### config.mk
export PLATFORM = sky130hd
export DESIGN_NAME = id_decode_stage
export DESIGN_NICKNAME = d
export VERILOG_FILES = /design/src/rtl/id_decode_stage.sv
export SDC_FILE = /design/constraint.sdc
export NUM_CORES = 1
export LEC_CHECK = 0
export ABC_AREA = 1
export CAP_MARGIN = 0
export CORE_MARGIN = 4
export CORE_UTILIZATION = 49
export CTS_BUF_LIST = sky130_fd_sc_hd__clkbuf_8
export CTS_CLUSTER_DIAMETER = 50
export CTS_CLUSTER_SIZE = 10
export DETAILED_ROUTE_END_ITERATION = 8
export DONT_BUFFER_PORTS = 1
export GPL_ROUTABILITY_DRIVEN = 1
export PLACE_DENSITY = 0.66
export SLEW_MARGIN = 5
export SYNTH_ARGS = -nofsm -noshare
export SYNTH_HDL_FRONTEND = slang
export SYNTH_SLANG_ARGS = --single-unit
### constraint.sdc
create_clock -name clk -period 1.3 [get_ports clk]
set_clock_uncertainty 0.05 [all_clocks]
set_input_delay 0.26 -clock clk [delete_from_list [all_inputs] [get_ports clk]]
set_output_delay 0.26 -clock clk [all_outputs]
set_load 0.005 [all_outputs]
### src/rtl/id_decode_stage.sv
// Instruction-decode pipeline stage: decodes one RV-style instruction per handshake and
// registers the execute-stage fields; illegal encodings become counted bubbles.
module id_decode_stage #(
  parameter int unsigned XLEN      = 32,
  parameter int unsigned PC_W      = 32,
  parameter int unsigned ILL_CNT_W = 8
) (
  input  logic                 clk,
  input  logic                 rst_n,
  input  logic                 flush,
  input  logic                 in_valid,
  output logic                 in_ready,
  input  logic [31:0]          in_instr,
  input  logic [PC_W-1:0]      in_pc,
  output logic                 out_valid,
  input  logic                 out_ready,
  output logic [PC_W-1:0]      out_pc,
  output logic [1:0]           aluop,
  output logic [2:0]           funct3,
  output logic [6:0]           funct7,
  output logic [4:0]           rs1,
  output logic [4:0]           rs2,
  output logic [4:0]           rd,
  output logic [XLEN-1:0]      imm,
  output logic                 regwrite,
  output logic                 memread,
  output logic                 memwrite,
  output logic                 alusrc,
  output logic                 memtoreg,
  output logic                 illegal,
  output logic [ILL_CNT_W-1:0] ill_cnt
);

  localparam logic [6:0] OpR  = 7'b0110011;
  localparam logic [6:0] OpI  = 7'b0010011;
  localparam logic [6:0] OpLd = 7'b0000011;
  localparam logic [6:0] OpSt = 7'b0100011;

  logic [6:0]      opc, f7_raw;
  logic [2:0]      f3;
  logic            alu_f3_ok, accept;
  logic            dec_legal;
  logic [1:0]      dec_aluop;
  logic [6:0]      dec_f7;
  logic [4:0]      dec_rs2, dec_rd;
  logic [XLEN-1:0] dec_imm;
  logic [4:0]      dec_ctrl;  // {regwrite, memread, memwrite, alusrc, memtoreg}

  logic                 out_valid_q, illegal_q;
  logic [PC_W-1:0]      pc_q;
  logic [1:0]           aluop_q;
  logic [2:0]           f3_q;
  logic [6:0]           f7_q;
  logic [4:0]           rs1_q, rs2_q, rd_q;
  logic [XLEN-1:0]      imm_q;
  logic [4:0]           ctrl_q;
  logic [ILL_CNT_W-1:0] ill_cnt_q;

  assign opc    = in_instr[6:0];
  assign f3     = in_instr[14:12];
  assign f7_raw = in_instr[31:25];

  assign in_ready = ~out_valid_q | out_ready;
  assign accept   = in_valid & in_ready & ~flush;

  always_comb begin
    unique case (f3)
      3'b000, 3'b010, 3'b100, 3'b110, 3'b111: alu_f3_ok = 1'b1;
      default:                                alu_f3_ok = 1'b0;
    endcase
  end

  always_comb begin
    dec_legal = 1'b0;
    dec_aluop = 2'b00;
    dec_ctrl  = 5'b00000;
    dec_f7    = 7'h00;
    dec_rs2   = in_instr[24:20];
    dec_rd    = in_instr[11:7];
    dec_imm   = '0;
    case (opc)
      OpR: begin
        // funct7=0x20 only selects sub, so it is legal only alongside funct3=000
        dec_legal = alu_f3_ok && ((f7_raw == 7'h00) || (f7_raw == 7'h20 && f3 == 3'b000));
        dec_aluop = 2'b10;
        dec_ctrl  = 5'b10000;
        dec_f7    = f7_raw;
      end
      OpI: begin
        dec_legal = alu_f3_ok;
        dec_ctrl  = 5'b10010;
        dec_rs2   = 5'd0;
        dec_imm   = {{(XLEN-12){in_instr[31]}}, in_instr[31:20]};
      end
      OpLd: begin
        dec_legal = (f3 == 3'b010);
        dec_aluop = 2'b01;
        dec_ctrl  = 5'b11011;
        dec_rs2   = 5'd0;
        dec_imm   = {{(XLEN-12){in_instr[31]}}, in_instr[31:20]};
      end
      OpSt: begin
        dec_legal = (f3 == 3'b010);
        dec_aluop = 2'b01;
        dec_ctrl  = 5'b00110;
        dec_rd    = 5'd0;
        dec_imm   = {{(XLEN-12){in_instr[31]}}, in_instr[31:25], in_instr[11:7]};
      end
      default: ;
    endcase
  end

  always_ff @(posedge clk or negedge rst_n) begin
    if (!rst_n) begin
      out_valid_q <= 1'b0;
      illegal_q   <= 1'b0;
      pc_q        <= '0;
      aluop_q     <= 2'b00;
      f3_q        <= 3'b000;
      f7_q        <= 7'h00;
      rs1_q       <= 5'd0;
      rs2_q       <= 5'd0;
      rd_q        <= 5'd0;
      imm_q       <= '0;
      ctrl_q      <= 5'b00000;
      ill_cnt_q   <= '0;
    end else begin
      illegal_q <= accept & ~dec_legal;
      if (accept && !dec_legal && !(&ill_cnt_q)) begin
        ill_cnt_q <= ill_cnt_q + ILL_CNT_W'(1);
      end
      // Controls are cleared whenever the stage empties so bubbles never drive side effects
      if (flush) begin
        out_valid_q <= 1'b0;
        aluop_q     <= 2'b00;
        ctrl_q      <= 5'b00000;
      end else if (accept) begin
        out_valid_q <= dec_legal;
        aluop_q     <= dec_legal ? dec_aluop : 2'b00;
        ctrl_q      <= dec_legal ? dec_ctrl : 5'b00000;
        pc_q        <= in_pc;
        f3_q        <= f3;
        f7_q        <= dec_f7;
        rs1_q       <= in_instr[19:15];
        rs2_q       <= dec_rs2;
        rd_q        <= dec_rd;
        imm_q       <= dec_imm;
      end else if (out_ready) begin
        out_valid_q <= 1'b0;
        aluop_q     <= 2'b00;
        ctrl_q      <= 5'b00000;
      end
    end
  end

  assign out_valid = out_valid_q;
  assign out_pc    = pc_q;
  assign aluop     = aluop_q;
  assign funct3    = f3_q;
  assign funct7    = f7_q;
  assign rs1       = rs1_q;
  assign rs2       = rs2_q;
  assign rd        = rd_q;
  assign imm       = imm_q;
  assign {regwrite, memread, memwrite, alusrc, memtoreg} = ctrl_q;
  assign illegal   = illegal_q;
  assign ill_cnt   = ill_cnt_q;

endmodule

==> key figures <==
Setup path
  • Max stage delay on crit path: 400 ps
  • Worst Setup EP: ill_cnt[3]$_DFFE_PN0P_
  • Reg2reg path depth: 8
  • CP Cell Sequence: nand2_2, nand2_2, nor2_4, buf_12, buf_12, nand4_4, nand2_1, nand2_1
  • Reg-to-reg slack, setup: -140 ps
  • CP Capture Type: flip-flop
  • Worst Setup Start Kind: flip-flop
  • FF-to-FF Start: out_valid$_DFFE_PN0P_
  • Slowest cell on the critical path: dfrtp_1
  • CP Data Arrival Time: about 1600 ps
  • Crit path required time: 1490 ps
  • Setup CP Type: flip-flop to flip-flop
  • Crit path launch: out_valid$_DFFE_PN0P_
  • R2r endpoint: ill_cnt[3]$_DFFE_PN0P_
  • Crit path max fanout: 8

Logic synthesis
  • Syn Nets: 506
  • Sequential share of the synthesized area: 0.559
  • Synth Flop Type: dfrtp_1
  • Synthesized flop and latch total: 85
  • Top cell type's share of synthesized area: 0.559
  • Synth Cell Area: 3800 sq um
  • Cell variety after synth: 29
  • Most frequent cell after synthesis: nand2_1
  • Top post-synthesis cells by count: 205 x nand2_1, 85 x dfrtp_1, 28 x o21ai_0
  • FFs w/ async S/R, synth: 1.00
  • Main area contributors after synthesis: dfrtp_1 56%, nand2_1 20%, buf_4 5.1%
  • Avg Cell Area, Syn: 8.73 sq um
  • Cell count after synthesis: 436
  • Cell taking the most area after synthesis: dfrtp_1
  • Warnings from Yosys: 0
  • EDFF count, synth: 0

Clocking
  • Total CTS buffers: 9
  • CTS tree: yes
  • Clk buf depth: 2
  • Clock root buffer: clkbuf_8
  • Clock transition at path regs: 80 ps
  • CTS sink cnt: 85
  • CTS Hold Bufs: 39
  • Clk_lat worst skew: 350 ps
  • H-Tree Depth: 3

Detailed routing
  • Initial DRC count: 158
  • Top Metal Used: met4
  • DRC: 0
  • Met2 WL: 5.44 mm
  • Routed wire length: 11.1 mm
  • WL per Instance: around 18 um
  • Met1 wire length: 4.09 mm
  • Post-route ant nets: 0
  • Vias per inst: 5.33
  • Via count: 3259
  • DR WL met3: 1.29 mm
  • DRT Pass-1 Iters: 4

Layout
  • Final net count: just under 600
  • Area Overhead vs Synth: 39.6%
  • Final instance area: 5310 sq um
  • Layout cells sized above 1: 0.281
  • Filler cells: 544
  • Diodes inserted: 0

STA
  • Max Clk Rate: approximately 690 MHz
  • Final setup violation count: 75
  • Slew Limit Fails: 0
  • Slew @ Worst Pin: 320 ps
  • Final period utilization: 1.11
  • Setup WS post-layout: -145 ps
  • Hold Fails Final Rpt: 85
  • Hold Slack: -448 ps
  • Slew HR: 0.786
  • Unrepaired setup endpoints after global routing: yes
  • Min cycle time layout: 1440 ps

GRT
  • Initial antenna violation count: 0
  • Pin count of the biggest net entering global routing: 86
  • First-pass GRT wire length: 16.2 mm
  • Number of global-route vias before repair: about 3300
  • Overflow left after global routing: 0
  • Total GRT Usage: 0.232

Floorplanning
  • Starting Density: 0.514
  • Die Span Y: 96.1 um
  • Die area: between 9000 and 10000 sq um
  • Core ar.: 7410 sq um
  • Num ports: 176
  • Chip width: 96.1 um
  • Num rows: 31

Power and ir drop
  • Clock power frac: 0.295
  • Net Switching: 1.70 mW
  • Pwr dens: 1180 nW/um^2
  • Worst-case vdd ir drop: roughly 660 uV
  • P_int: 4.56 mW
  • Static Leakage: between 2 and 3 nW
  • Sequential share of power: 0.502
  • Sw frac: 0.271
  • Logic gate share of total power: 0.202

Run status
  • Status: complete, but fails checks
  • Violated checks: negative hold slack, negative setup slack

Placement
  • HPWL after DPL: 6.32 mm
  • Post-DP Area: 4000 sq um
  • Port bufs: 0
  • GPL Wtd Cong: between 0.9 and 1

Job
  • Max-Cap Viols: 0

Worst hold path
  • HP Class: input port to async pin
power by group through the flow:
stage,combinational [mW],clock (mW),sequential [mW]
5_1_grt,1.37,2.01,3.18
3_3_place_gp,0.680,0,3.18
3_5_place_dp,0.708,0,3.18
4_1_cts,1.10,1.88,3.13
2_1_floorplan,0.407,0,3.14
6_report,1.27,1.85,3.15
registers in the layout (all words and copies together), names as in the netlist:
signal	cells
out_pc	32
imm	12
ill_cnt	8
funct7	7
rd	5
rs1	5
rs2	5
ctrl_q	4
funct3	3
aluop	2
illegal	1
out_valid	1
cells in the final DEF, fill, tap and decap left out, types with 7 or more instances in the layout:
cell type      Yosys  layout
nand2_1          205     166
dfrtp_1           85      84
dlygate4sd3_1      0      39
nand2_2            4      37
buf_4             26      22
o21ai_1            2      21
inv_1             13      15
buf_6              2      13
nor2_1            13      10
clkbuf_8           0      10
buf_12             0      10
nand4_1            8       8
nand3_1            8       7
nand2_4            2       7
how the worst min path moves through the flow:
stage / startpoint / endpoint / cells past startpoint
floorplan: rst_n / aluop[0]$_DFFE_PN0P_ / 0
global placement: rst_n / imm[9]$_DFFE_PN0P_ / 0
detailed placement: rst_n / imm[9]$_DFFE_PN0P_ / 0
CTS: rst_n / imm[2]$_DFFE_PN0P_ / 0
global route: rst_n / imm[0]$_DFFE_PN0P_ / 0
finish: rst_n / ill_cnt[2]$_DFFE_PN0P_ / 0
critical path: cells and delay by family, from the launching register on:
kind | cells | cell delay [ps]
buffers and inverters | 2 | 290
DFF | 1 | 400
and+or+nand+nor | 6 | 610
stage by stage:
stage | setup TNS [ps] | power [mW] | util | setup WS [ps] | cells
floorplan | -273 | 3.55 | - | -36.4 | 436
global placement | -669 | 3.86 | 0.540 | -55.0 | 530
detailed placement | -3230 | 3.89 | 0.540 | -114 | 530
CTS | -5420 | 6.11 | 0.672 | -96.6 | 602
global route | -9480 | 6.56 | 0.717 | -209 | 612
finish | -3130 | 6.26 | 0.717 | -145 | 612
per-layer routing:
metal | GRT usage | up-vias
li1 | - | 1516
met1 | 0.279 | 1562
met2 | 0.366 | 159
met3 | 0.0907 | 22
met4 | 0.104 | 0
met5 | 0 | -
cells by family after synthesis:
logic type	count (synthesis)	synth area share
AO/OA/AOI/OAI	38	0.0585
XOR/XNOR	6	0.0138
adder cells (fa/ha/maj)	1	0.00329
buffers and inverters	52	0.0819
flip-flops	85	0.559
AND/OR/NAND/NOR	254	0.283
what timing repair did:
item | in CTS | in global routing
resized for setup | 37 | 81
hold endpoints to repair | 125 | 85
setup endpoints to repair | 106 | 108
pin swaps | 15 | 24
buffers inserted | 10 | 6
gates cloned | 7 | 6
cell type report:
cell class,count,area (sq um),area share
inverters,17,82.6,0.0155
clock buffers,10,138,0.0259
repair buffers,95,1190,0.224
clock inverters,6,55.1,0.0104
multi-input cells,300,1600,0.301
well taps,99,124,0.0233
flip-flops and latches,85,2130,0.401
No activity file was read; power rests on OpenSTA's default activity.
